**config.mk**
```make
export PLATFORM = sky130hd
export DESIGN_NAME = bp_me_lce_cmd_burst_arbiter_flat
export DESIGN_NICKNAME = d
export VERILOG_FILES = /design/src/rtl/bp_me_lce_cmd_burst_arbiter_if.sv /design/src/rtl/bp_me_lce_cmd_burst_arbiter.sv /design/src/flat_wrapper.sv
export SDC_FILE = /design/constraint.sdc
export NUM_CORES = 1
export LEC_CHECK = 0
export BUFFER_PORTS_ARGS = -buffer_cell sky130_fd_sc_hd__buf_2
export CAP_MARGIN = 20
export CORE_AREA = 2 2 256 258
export DETAILED_ROUTE_END_ITERATION = 10
export DIE_AREA = 0 0 258 260
export GPL_TIMING_DRIVEN = 1
export SLEW_MARGIN = 15
export SYNTH_ARGS = -nofsm -noshare
export SYNTH_HDL_FRONTEND = slang
export SYNTH_SLANG_ARGS = --single-unit
```
**constraint.sdc**
```tcl
create_clock -name clk_i -period 2.12 [get_ports clk_i]
set_input_delay 0.424 -clock clk_i [delete_from_list [all_inputs] [get_ports clk_i]]
set_output_delay 0.424 -clock clk_i [all_outputs]
set_load 0.05 [all_outputs]
```
**src/rtl/bp_me_lce_cmd_burst_arbiter_if.sv**
```systemverilog
// LCE command burst bus between the requesters, the arbiter and the downstream channel.
// Signal names follow the arbiter's point of view; the arbiter uses the slave modport.
interface bp_me_lce_cmd_burst_arbiter_if #(
  parameter int unsigned num_req_p      = 2,
  parameter int unsigned header_width_p = 128,
  parameter int unsigned data_width_p   = 64
);
  logic [num_req_p*header_width_p-1:0] hdr_i;
  logic [num_req_p-1:0]                hdr_has_data_i;
  logic [num_req_p-1:0]                hdr_v_i;
  logic [num_req_p-1:0]                hdr_ready_and_o;
  logic [num_req_p*data_width_p-1:0]   data_i;
  logic [num_req_p-1:0]                data_last_i;
  logic [num_req_p-1:0]                data_v_i;
  logic [num_req_p-1:0]                data_ready_and_o;
  logic [header_width_p-1:0]           hdr_o;
  logic                                hdr_v_o;
  logic                                hdr_ready_and_i;
  logic [data_width_p-1:0]             data_o;
  logic                                data_v_o;
  logic                                data_ready_and_i;

  modport slave (
    input  hdr_i, hdr_has_data_i, hdr_v_i, data_i, data_last_i, data_v_i,
    input  hdr_ready_and_i, data_ready_and_i,
    output hdr_ready_and_o, data_ready_and_o, hdr_o, hdr_v_o, data_o, data_v_o
  );

  modport master (
    output hdr_i, hdr_has_data_i, hdr_v_i, data_i, data_last_i, data_v_i,
    output hdr_ready_and_i, data_ready_and_i,
    input  hdr_ready_and_o, data_ready_and_o, hdr_o, hdr_v_o, data_o, data_v_o
  );
endinterface

```
**src/rtl/bp_me_lce_cmd_burst_arbiter.sv**
```systemverilog
// Round-robin arbiter for the CCE outbound LCE command burst channel; grant locked per burst.
// Optional per-requester header counters enabled by BP_ME_CMD_ARB_GRANT_CNT_EN.
module bp_me_lce_cmd_burst_arbiter #(
  parameter int unsigned num_req_p      = 2,
  parameter int unsigned header_width_p = 128,
  parameter int unsigned data_width_p   = 64
) (
  input  logic                          clk_i,
  input  logic                          reset_i,
  bp_me_lce_cmd_burst_arbiter_if.slave  bus,
  output logic [num_req_p-1:0]          grant_o,
  output logic [num_req_p*32-1:0]       grant_cnt_o
);

  localparam int unsigned IdxW = $clog2(num_req_p);

  typedef enum logic [1:0] {StIdle, StHold, StData} state_e;

  state_e                state_q, state_d;
  logic [IdxW-1:0]       owner_q, owner_d;
  logic [IdxW-1:0]       rr_ptr_q, rr_ptr_d;
  logic [IdxW-1:0]       cand, pick_idx, sel_idx;
  logic                  pick_v, hdr_v, hdr_hs, data_hs;
  logic [num_req_p-1:0]  sel_oh;

  function automatic logic [IdxW-1:0] inc_idx(input logic [IdxW-1:0] idx);
    return (32'(idx) == num_req_p - 1) ? '0 : idx + IdxW'(1);
  endfunction

  // First valid header at or after rr_ptr, wrapping.
  always_comb begin
    pick_v   = 1'b0;
    pick_idx = '0;
    cand     = '0;
    for (int unsigned i = 0; i < num_req_p; i++) begin
      cand = IdxW'((32'(rr_ptr_q) + i) % num_req_p);
      if (!pick_v && bus.hdr_v_i[cand]) begin
        pick_v   = 1'b1;
        pick_idx = cand;
      end
    end
  end

  always_comb begin
    state_d              = state_q;
    owner_d              = owner_q;
    rr_ptr_d             = rr_ptr_q;
    hdr_v                = 1'b0;
    hdr_hs               = 1'b0;
    data_hs              = 1'b0;
    grant_o              = '0;
    bus.hdr_o            = '0;
    bus.hdr_v_o          = 1'b0;
    bus.hdr_ready_and_o  = '0;
    bus.data_o           = '0;
    bus.data_v_o         = 1'b0;
    bus.data_ready_and_o = '0;
    sel_idx              = (state_q == StIdle) ? pick_idx : owner_q;
    sel_oh               = '0;
    sel_oh[sel_idx]      = 1'b1;

    unique case (state_q)
      StIdle, StHold: begin
        // HOLD keeps the latched source so a pending header never switches.
        if (state_q == StHold || pick_v) begin
          grant_o             = sel_oh;
          hdr_v               = bus.hdr_v_i[sel_idx];
          bus.hdr_o           = bus.hdr_i[32'(sel_idx)*header_width_p +: header_width_p];
          bus.hdr_v_o         = hdr_v;
          bus.hdr_ready_and_o = bus.hdr_ready_and_i ? sel_oh : '0;
          hdr_hs              = hdr_v && bus.hdr_ready_and_i;
          if (hdr_hs) begin
            if (bus.hdr_has_data_i[sel_idx]) begin
              state_d = StData;
              owner_d = sel_idx;
            end else begin
              state_d  = StIdle;
              rr_ptr_d = inc_idx(sel_idx);
            end
          end else if (hdr_v) begin
            state_d = StHold;
            owner_d = sel_idx;
          end
        end
      end
      StData: begin
        grant_o              = sel_oh;
        bus.data_o           = bus.data_i[32'(owner_q)*data_width_p +: data_width_p];
        bus.data_v_o         = bus.data_v_i[owner_q];
        bus.data_ready_and_o = bus.data_ready_and_i ? sel_oh : '0;
        data_hs              = bus.data_v_i[owner_q] && bus.data_ready_and_i;
        if (data_hs && bus.data_last_i[owner_q]) begin
          state_d  = StIdle;
          rr_ptr_d = inc_idx(owner_q);
        end
      end
      default: state_d = StIdle;
    endcase

    // Outputs are forced quiet for the whole time reset is held.
    if (!reset_i) begin
      grant_o              = '0;
      bus.hdr_o            = '0;
      bus.hdr_v_o          = 1'b0;
      bus.hdr_ready_and_o  = '0;
      bus.data_o           = '0;
      bus.data_v_o         = 1'b0;
      bus.data_ready_and_o = '0;
    end
  end

  always_ff @(posedge clk_i or negedge reset_i) begin
    if (!reset_i) begin
      state_q  <= StIdle;
      owner_q  <= '0;
      rr_ptr_q <= '0;
    end else begin
      state_q  <= state_d;
      owner_q  <= owner_d;
      rr_ptr_q <= rr_ptr_d;
    end
  end

`ifdef BP_ME_CMD_ARB_GRANT_CNT_EN
  logic [num_req_p-1:0][31:0] cnt_q;

  always_ff @(posedge clk_i or negedge reset_i) begin
    if (!reset_i) begin
      cnt_q <= '0;
    end else begin
      for (int unsigned i = 0; i < num_req_p; i++) begin
        if (bus.hdr_ready_and_o[i] && bus.hdr_v_i[i] && cnt_q[i] != 32'hFFFF_FFFF) begin
          cnt_q[i] <= cnt_q[i] + 32'd1;
        end
      end
    end
  end

  assign grant_cnt_o = cnt_q;
`else
  assign grant_cnt_o = '0;
`endif

`ifndef SYNTHESIS
  always_ff @(posedge clk_i) begin
    if (reset_i && state_q == StHold) begin
      assert (bus.hdr_v_i[owner_q])
        else $error("held owner dropped hdr_v_i before acceptance");
    end
  end
`endif

endmodule
```
**src/flat_wrapper.sv**
```systemverilog
// flat-port wrapper written by rule: the top's interface ports become plain ports
module bp_me_lce_cmd_burst_arbiter_flat 
#(
  parameter int unsigned num_req_p      = 2,
  parameter int unsigned header_width_p = 128,
  parameter int unsigned data_width_p   = 64
)
  (clk_i, reset_i, grant_o, grant_cnt_o, bus_hdr_i, bus_hdr_has_data_i, bus_hdr_v_i, bus_data_i, bus_data_last_i, bus_data_v_i, bus_hdr_ready_and_i, bus_data_ready_and_i, bus_hdr_ready_and_o, bus_data_ready_and_o, bus_hdr_o, bus_hdr_v_o, bus_data_o, bus_data_v_o);
  bp_me_lce_cmd_burst_arbiter_if #(.num_req_p(num_req_p), .header_width_p(header_width_p), .data_width_p(data_width_p)) bus_i ();
  input  logic clk_i;
  input  logic reset_i;
  output logic [num_req_p-1:0] grant_o;
  output logic [num_req_p*32-1:0] grant_cnt_o;
  input wire logic [$bits(bus_i.hdr_i)-1:0] bus_hdr_i;
  input wire logic [$bits(bus_i.hdr_has_data_i)-1:0] bus_hdr_has_data_i;
  input wire logic [$bits(bus_i.hdr_v_i)-1:0] bus_hdr_v_i;
  input wire logic [$bits(bus_i.data_i)-1:0] bus_data_i;
  input wire logic [$bits(bus_i.data_last_i)-1:0] bus_data_last_i;
  input wire logic [$bits(bus_i.data_v_i)-1:0] bus_data_v_i;
  input wire logic [$bits(bus_i.hdr_ready_and_i)-1:0] bus_hdr_ready_and_i;
  input wire logic [$bits(bus_i.data_ready_and_i)-1:0] bus_data_ready_and_i;
  output wire logic [$bits(bus_i.hdr_ready_and_o)-1:0] bus_hdr_ready_and_o;
  output wire logic [$bits(bus_i.data_ready_and_o)-1:0] bus_data_ready_and_o;
  output wire logic [$bits(bus_i.hdr_o)-1:0] bus_hdr_o;
  output wire logic [$bits(bus_i.hdr_v_o)-1:0] bus_hdr_v_o;
  output wire logic [$bits(bus_i.data_o)-1:0] bus_data_o;
  output wire logic [$bits(bus_i.data_v_o)-1:0] bus_data_v_o;
  assign bus_i.hdr_i = bus_hdr_i;
  assign bus_i.hdr_has_data_i = bus_hdr_has_data_i;
  assign bus_i.hdr_v_i = bus_hdr_v_i;
  assign bus_i.data_i = bus_data_i;
  assign bus_i.data_last_i = bus_data_last_i;
  assign bus_i.data_v_i = bus_data_v_i;
  assign bus_i.hdr_ready_and_i = bus_hdr_ready_and_i;
  assign bus_i.data_ready_and_i = bus_data_ready_and_i;
  assign bus_hdr_ready_and_o = bus_i.hdr_ready_and_o;
  assign bus_data_ready_and_o = bus_i.data_ready_and_o;
  assign bus_hdr_o = bus_i.hdr_o;
  assign bus_hdr_v_o = bus_i.hdr_v_o;
  assign bus_data_o = bus_i.data_o;
  assign bus_data_v_o = bus_i.data_v_o;
  bp_me_lce_cmd_burst_arbiter #(.num_req_p(num_req_p), .header_width_p(header_width_p), .data_width_p(data_width_p)) u_core (.clk_i(clk_i), .reset_i(reset_i), .bus(bus_i), .grant_o(grant_o), .grant_cnt_o(grant_cnt_o));
endmodule
```
==> results_dict.tcl, run 1 <==
set metrics [dict create \
    status "complete, but fails checks" \
    failed_checks "negative setup slack" \
    clk_latency_ps 230 \
    clock_path_buffers 2 \
    cp_top_family "buffers and inverters" \
    fin_crit_ps 2510 \
    wl_per_cell_um 14.0 \
    synth_compound_gate_area_share_pct 2.88 \
    vias_per_cell 3.04 \
    tns_ps -44080 \
    fin_skew_ps 3.49 \
    rows 93 \
    die_w_um 258 \
    rsz0062_at_grt "yes" \
    first_pass_iters 4 \
    drc 0 \
    io_pins 660 \
    yosysUniqueCellTypes 31 \
    crit_chain "nand2b_1, a31oi_4, buf_12, buf_4, mux2i_2, nor2_4, buf_2" \
    initialDrtViolationCount 205 \
    p_leak_nw 5.24 \
    grt_antenna_before_repair 5 \
    fin_crit_sh_pct 118 \
    place_congestion 0.775 \
    vdd_drop_max_uv 624 \
    finalNetCount 1592 \
    cts_htree_levels 1 \
    async_flop_share_pct 100 \
    cts_tree "built" \
    cpPeakStageDelay_ps 390 \
    fin_cells 2054 \
    syn_to_final_growth_pct 169 \
    hold_viol 0 \
    totalPowerFinal_mw 14.2 \
    fin_area_mm2 0.0103 \
    slowest_stage "dfrtp_1" \
    drive_above_1_share_pct 75.7 \
    placed_area_mm2 0.00875 \
    top_usage_layer "met2" \
    ant_nets 0 \
    synth.top_cell.area_share_pct 51.0 \
    synth_top_family_by_area "multiplexers" \
    yosysMostFrequentCell "nor2_1" \
    fillers 7197 \
    clk_pin_slew_ps 30 \
    cp_num_buf_inv 3 \
    die_area_mm2 0.0671 \
    power_density_mw_per_mm2 1380 \
    dp_hpwl_mm 22.4 \
    clock_sinks 4 \
    grtUsageMet2_pct 14.3 \
    arrival_ps 2080 \
    vias 6241 \
    met3_usage_pct 0.926 \
    synthTopCellsByArea "mux2i_1 (51%), nor2_1 (19%), buf_4 (14%)" \
    cp_max_fo 19 \
    port_buffers 595 \
    yosys.area.top_type "mux2i_1" \
    core_mm2 0.0641 \
    worstSetupPathType "reg2out" \
    start_kind "flip-flop" \
    grt_use_total_pct 7.34 \
    whs_ps 177 \
    muxShareOfSynthArea_pct 51.0 \
    setup_viol 198 \
    synthAdderAreaFrac_pct 0 \
    clockRootBuffer "clkbuf_16" \
    timing.fmax_ghz 0.399 \
    grt_max_degree 42 \
    place_inst 2027 \
    synthCells 551 \
    wl_mm 28.7 \
    maxCapViolCount 0 \
    synth-main-ff-cell "dfrtp_1" \
    die_h_um 260 \
    start_util_pct 5.97 \
    synth-edff-count 0 \
    cp_data_required_time_ps 1700 \
    hold_class "in2async" \
    grt_pass1_wl_mm 37.1 \
    synth-xor-area-share_pct 0 \
    numCtsBuffers 3 \
    hold_buffers 0 \
    synthSimpleGateAreaFrac_pct 23.0 \
    ys_ff_latch 4 \
    crit_path_end_kind "primary output" \
    final.setup.worst_slack_ps -386 \
    netlist_area_mm2 0.00383 \
    ys_warn_count 0 \
    grt-ovfl-total 0 \
    synth_area_per_cell_um2 6.95 \
    synth.top_cells.by_count "nor2_1 (198), mux2i_1 (195), buf_4 (73)" \
    seq_area_frac_synth_pct 2.61 \
    grt_pass1_vias 6156 \
    drv_slew 0 \
    grt_util_met1_pct 8.27 \
]
[metal layers]
layer	part of all wire [%]	routed length, um
met1	38	10800
met2	53	15300
met3	6.7	1930
met4	2.3	651
met5	0.045	13
[per-stage QoR]
stage               util (%)  worst slack [ps]
floorplan                  -              -170
global placement        13.6              -205
detailed placement      13.6              -230
CTS                     15.3              -407
global route            16.1              -460
finish                  16.1              -386
[layout make-up]
cell class / count / area [um^2] / share of cell area, %
repair buffers: 688 / 4740 / 45.9
well taps: 855 / 1070 / 10.4
flip-flops and latches: 4 / 104 / 1.01
inverters: 4 / 18.8 / 0.182
multi-input cells: 495 / 4290 / 41.6
clock buffers: 4 / 78.8 / 0.764
diodes: 4 / 10.0 / 0.0970
[placed cells by master (no fill, tap or decap), types with 5 or more instances in the layout]
| cell type | n |
|---|---|
| buf_8 | 9 |
| buf_4 | 77 |
| nand2_1 | 5 |
| nor2_1 | 39 |
| buf_16 | 5 |
| nor2_2 | 114 |
| mux2i_4 | 28 |
| buf_2 | 479 |
| conb_1 | 64 |
| nor2_4 | 45 |
| mux2i_2 | 17 |
| buf_12 | 13 |
| mux2i_1 | 150 |
| buf_6 | 100 |
[what timing repair did]
item | 4_1_cts | 5_1_grt
endpoints found under the hold margin | 0 | 0
gates resized for setup | 216 | 117
gates cloned | 5 | 1
pin swaps | 1 | 1
buffers inserted | 10 | 4
endpoints found under the setup margin | 199 | 200
[registers in the layout, indices dropped and copies added (netlist names)]
register and flops:
u_core.rr_ptr_q 1, u_core.owner_q 1, u_core.state_q 2
[power breakdown]
part           internal (mW)  total, mW  switching (mW)  leakage [nW]
logic                   5.69       13.8            8.10          5.16
clock network          0.249      0.305          0.0566        0.0382
registers              0.118      0.142          0.0239        0.0452
total                   6.06       14.2            8.18          5.24
[kinds of logic (layout without fill, tap and decap cells)]
logic type             after synthesis  after routing
muxes                              195            195
buffers and inverters              115            696
other                                1             68
DFF                                  4              4
AOI/OAI and AO/OA                   16             16
and+or+nand+nor                    220            220
[final timing paths]
kind	end	slack [ps]	depth (start not counted)	start
min reg2reg	u_core.state_q[0]	640	2	u_core.state_q[1]
max	bus_hdr_o[96]	-390	7	u_core.rr_ptr_q
min in group clk_i	u_core.state_q[1]	570	3	bus_hdr_has_data_i[0]
max reg2reg	u_core.rr_ptr_q	150	7	u_core.owner_q
min	u_core.state_q[0]	180	2	reset_i
max in group asynchronous	u_core.owner_q	1790	2	reset_i
(Power assumes the default switching activity.)
==> run 2: changes to the inputs <==
--- a/config.mk
+++ b/config.mk
@@ -11,6 +11,7 @@
 export DETAILED_ROUTE_END_ITERATION = 10
 export DIE_AREA = 0 0 258 260
 export GPL_TIMING_DRIVEN = 1
+export REMOVE_ABC_BUFFERS = 1
 export SLEW_MARGIN = 15
 export SYNTH_ARGS = -nofsm -noshare
 export SYNTH_HDL_FRONTEND = slang
==> results_dict.tcl, run 2 (synthesis gave the netlist of run 1 again) <==
set metrics [dict create \
    place_inst 2030 \
    worstSetupPathType "reg2out" \
    regMostFlops "u_core.state_q" \
    crit_path_end_kind "primary output" \
    maxCapViolCount 0 \
    grt-ovfl-total 0 \
    core_mm2 0.0641 \
    fin_crit_sh_pct 119 \
    p_seq_share_pct 0.9 \
    grt_antenna_before_repair 23 \
    syn_to_final_growth_pct 209 \
    crit_chain "o21a_1, a31oi_4, buf_12, buf_16, buf_12, buf_6, mux2i_4, nor2_4, buf_12" \
    endpoint "bus_hdr_o[72]" \
    clkPwrFrac_pct 1.8 \
    clockRootBuffer "clkbuf_16" \
    cts_htree_levels 1 \
    vias 6560 \
    clk_pin_slew_ps 30 \
    die_h_um 260 \
    die_w_um 258 \
    p_leak_nw 5.67 \
    fin_crit_ps 2520 \
    largest_register_ffs 2 \
    crit_top_cell "buf_12" \
    grt_pass1_vias 6278 \
    power_density_mw_per_mm2 1420 \
    hold_buffers 0 \
    p_int_mw 7.82 \
    rsz0062_at_grt "yes" \
    whs_ps 222 \
    clock_path_buffers 2 \
    vdd_drop_max_uv 912 \
    tns_ps -51530 \
    numCtsBuffers 3 \
    fin_skew_ps 3.16 \
    dp_hpwl_mm 34.3 \
    port_buffers 595 \
    place_congestion 0.971 \
    start_util_pct 5.97 \
    wl_per_cell_um 20.2 \
    start_kind "flip-flop" \
    layout_commonest_cell "buf_2" \
    cp_data_required_time_ps 1700 \
    final.setup.worst_slack_ps -401 \
    cp.depth 9 \
    pre_cts_ws_ps -377 \
    p_switching_mw 9.01 \
    drive_above_1_share_pct 74.0 \
    wl_mm 42.1 \
    rr_endpoint "u_core.rr_ptr_q" \
    grt_pass1_wl_mm 49.5 \
    drc 0 \
    cpPeakStageDelay_ps 400 \
    clock_sinks 4 \
    drv_slew 0 \
    slowest_stage "dfrtp_1" \
    grt_max_degree 68 \
    cp_top_family "buffers and inverters" \
    cp_num_buf_inv 5 \
    arrival_ps 2100 \
    reg_top3 "u_core.state_q x2, u_core.owner_q x1, u_core.rr_ptr_q x1" \
    finalNetCount 1608 \
    fin_cells 2078 \
    io_pins 660 \
    die_area_mm2 0.0671 \
    grt_use_total_pct 10.8 \
    timing.fmax_ghz 0.397 \
    p_sw_share_pct 53.5 \
    rows 93 \
    crit_start "u_core.state_q[1]" \
    hold_viol 0 \
    cp_max_fo 8 \
    pwr-share-comb_pct 97.3 \
    rr_startpoint "u_core.owner_q" \
    setup_viol 200 \
    cts_tree "built" \
    regToRegSetupSlack_ps 180 \
    reg2reg_depth 6 \
    status "complete, but fails checks" \
    first_pass_iters 4 \
    initialDrtViolationCount 178 \
    final_cell_mix "buf_2 (411), mux2i_1 (127), buf_12 (109)" \
    failed_checks "negative setup slack" \
    hold_class "in2async" \
    clk_latency_ps 220 \
    vias_per_cell 3.16 \
    ant_nets 0 \
]
-- run 2: cell types whose count changed in the layout (fill, tap and decap cells not counted), sizes merged --
cell	change
buf	+11
clkbuf	+5
diode	+8
-- run 2: what timing repair did --
| item | CTS | global route |
|---|---|---|
| setup buffers | 12 | 17 |
| setup endpoints to repair | 198 | 201 |
| resized for setup | 266 | 229 |
| pin swaps | 8 | 17 |
| gates cloned | 7 | 8 |
-- run 2: area by class of cell --
cell class	count	area, um^2
antenna	12	30.0
clock buffer	4	78.8
fill	7080	52300
inverter	4	18.8
multi-input combinational	495	4240
sequential	4	104
tap	855	1070
timing repair buffer	704	6290
-- run 2: per-stage QoR --
step,utilization (%),total power [mW],cell area [um^2]
2_1_floorplan,-,4.89,3300
3_3_place_gp,14.8,12.8,9460
3_5_place_dp,14.8,12.9,9460
4_1_cts,16.8,15.6,10700
5_1_grt,18.4,17.6,11800
6_report,18.4,16.8,11800
-- run 2: worst min-delay path by stage --
stage          startpoint         endpoint  cells past startpoint
2_1_floorplan     reset_i   u_core.owner_q                      0
3_3_place_gp      reset_i  u_core.rr_ptr_q                      2
3_5_place_dp      reset_i   u_core.owner_q                      2
4_1_cts           reset_i   u_core.owner_q                      2
5_1_grt           reset_i   u_core.owner_q                      2
6_report          reset_i   u_core.owner_q                      2
-- run 2: metal layers --
layer / GRT usage [%] / routed length (um) / up-vias
li1: - / - / 3062
met1: 12.3 / 16500 / 2994
met2: 19.9 / 21100 / 438
met3: 1.97 / 2910 / 60
met4: 4.08 / 1510 / 6
met5: 0 / 46 / -
-- run 2: power by group through the flow --
stage               Combinational [mW]  Sequential [mW]  Clock (mW)
floorplan                         4.51            0.373           0
global placement                  12.7            0.145           0
detailed placement                12.7            0.147           0
CTS                               15.2            0.148       0.306
global route                      17.1            0.156       0.312
finish                            16.4            0.151       0.300
==> run 3: changes to the inputs <==
==> constraint.sdc (replaced) <==
create_clock -name clk_i -period 2.7 [get_ports clk_i]
set_input_delay 0.54 -clock clk_i [delete_from_list [all_inputs] [get_ports clk_i]]
set_output_delay 0.54 -clock clk_i [all_outputs]
set_load 0.05 [all_outputs]
==> results_dict.tcl, run 3 (synthesis gave the netlist of run 1 again) <==
set metrics [dict create \
    fin_crit_sh_pct 99.8 \
    cts_htree_levels 1 \
    cp_top_family "buffers and inverters" \
    p_seq_share_pct 1.2 \
    grt_max_degree 70 \
    clock_path_buffers 2 \
    hold_viol 0 \
    grt_pass1_vias 5746 \
    reg_top3 "u_core.state_q x2, u_core.owner_q x1, u_core.rr_ptr_q x1" \
    vias_per_cell 3.08 \
    rsz0062_at_grt "yes" \
    fin_area_mm2 0.00968 \
    vias 6177 \
    cts_tree "built" \
    clkPwrFrac_pct 2.2 \
    start_util_pct 5.97 \
    port_buffers 595 \
    crit_top_cell "buf_12" \
    clock_sinks 4 \
    clk_pin_slew_ps 30 \
    crit_chain "o21a_1, a31oi_4, buf_12, buf_16, buf_12, mux2i_1, nor2_1, buf_2" \
    p_leak_nw 5.12 \
    initialDrtViolationCount 172 \
    totalPowerFinal_mw 11.1 \
    wl_per_cell_um 19.7 \
    drc 0 \
    rows 93 \
    clk_latency_ps 230 \
    final.setup.worst_slack_ps 5.30 \
    die_h_um 260 \
    p_int_mw 4.75 \
    first_pass_iters 4 \
    finalNetCount 1535 \
    io_pins 660 \
    grt_antenna_before_repair 31 \
    core_mm2 0.0641 \
    status "finished clean" \
    cp_max_fo 15 \
    final_cell_mix "buf_2 (495), nor2_1 (192), mux2i_1 (152)" \
    fin_skew_ps 3.47 \
    numCtsBuffers 3 \
    dp_hpwl_mm 34.4 \
    pre_cts_ws_ps -201 \
    ant_nets 0 \
    grt_pass1_wl_mm 47.7 \
    slowest_stage "dfrtp_4" \
    layout_commonest_cell "buf_2" \
    cp_num_buf_inv 4 \
    power_density_mw_per_mm2 1150 \
    wl_mm 39.4 \
    placed_area_mm2 0.00888 \
    syn_to_final_growth_pct 153 \
    regMostFlops "u_core.state_q" \
    clockRootBuffer "clkbuf_16" \
    p_switching_mw 6.38 \
    grt_use_total_pct 10.5 \
    setup_viol 0 \
    tightest_slew_ps 540 \
    drive_above_1_share_pct 60.5 \
    grt-ovfl-total 0 \
    start_kind "flip-flop" \
    crit_path_end_kind "primary output" \
    cp_data_required_time_ps 2160 \
    cpPeakStageDelay_ps 500 \
    die_area_mm2 0.0671 \
    largest_register_ffs 2 \
    place_congestion 0.944 \
    arrival_ps 2150 \
    timing.fmax_ghz 0.371 \
    die_w_um 258 \
    relSlewSlack_pct 64.0 \
    hold_class "in2async" \
    drv_slew 0 \
    p_sw_share_pct 57.3 \
    vdd_drop_max_uv 723 \
    final_core_util_pct 15.1 \
    maxCapViolCount 0 \
    pwr-share-comb_pct 96.6 \
    tns_ps 0 \
    fin_crit_ps 2690 \
    worstSetupPathType "reg2out" \
]
[run 3: changes by cell type in the layout (fill, tap and decap cells not counted), moves of 4 or more]
cell,before,now
buf_12,109,91
buf_2,411,495
buf_4,81,26
buf_6,75,9
buf_8,13,0
clkbuf_16,11,7
mux2i_1,127,152
mux2i_2,41,27
mux2i_4,27,16
nor2_1,86,192
nor2_2,70,6
nor2_4,42,0
[run 3: routing by layer]
| metal | global-route usage, % | wire length [um] | up-vias |
|---|---|---|---|
| li1 | - | - | 2914 |
| met1 | 11.4 | 14600 | 2755 |
| met2 | 19.0 | 19500 | 417 |
| met3 | 3.35 | 3800 | 67 |
| met4 | 3.85 | 1310 | 24 |
| met5 | 0 | 156 | - |
[run 3: worst reg2reg max path, cell delays in order (launching register included)]
cell	delay [ps]
dfrtp_4	440
buf_12	340
nand4b_1	420
a21oi_1	120
a311o_1	320
a32o_1	200
[run 3: worst paths after layout]
kind                              startpoint  cells past startpoint                 to  slack [ps]
max                           u_core.owner_q                      8     bus_hdr_o[104]           5
min                                  reset_i                      1     u_core.owner_q         180
max reg2reg                   u_core.owner_q                      5    u_core.rr_ptr_q         740
min reg2reg                u_core.state_q[1]                      2  u_core.state_q[0]         620
max in group asynchronous            reset_i                      1     u_core.owner_q        2290
min in group clk_i         u_core.state_q[1]                      2  u_core.state_q[0]         620
[run 3: area by class of cell]
class,instances,area (um^2)
fill,7303,54400
sequential,4,105
clock buffer,4,78.8
antenna,11,27.5
inverter,4,15.0
multi-input combinational,495,3530
timing repair buffer,631,4850
tap,855,1070
[run 3: power by group through the flow]
stage	clock, mW	sequential, mW	combinational [mW]
after CTS	0.244	0.132	9.95
after floorplan	0	0.293	3.82
final	0.240	0.133	10.7
after detailed placement	0	0.133	9.43
after global routing	0.245	0.142	11.3
after global placement	0	0.132	9.37
[run 3: what timing repair did]
item | in CTS | in global routing
pin swaps | 0 | 2
gates resized for setup | 28 | 98
cloned | 1 | 6
endpoints found under the setup margin | 38 | 111
hold buffers | 0 | 0
setup buffers | 5 | 0
[run 3: stage by stage]
step,instances,hold slack (ps)
floorplan,503,244
global placement,1977,430
detailed placement,1977,428
CTS,1987,189
global route,2001,198
finish,2004,182
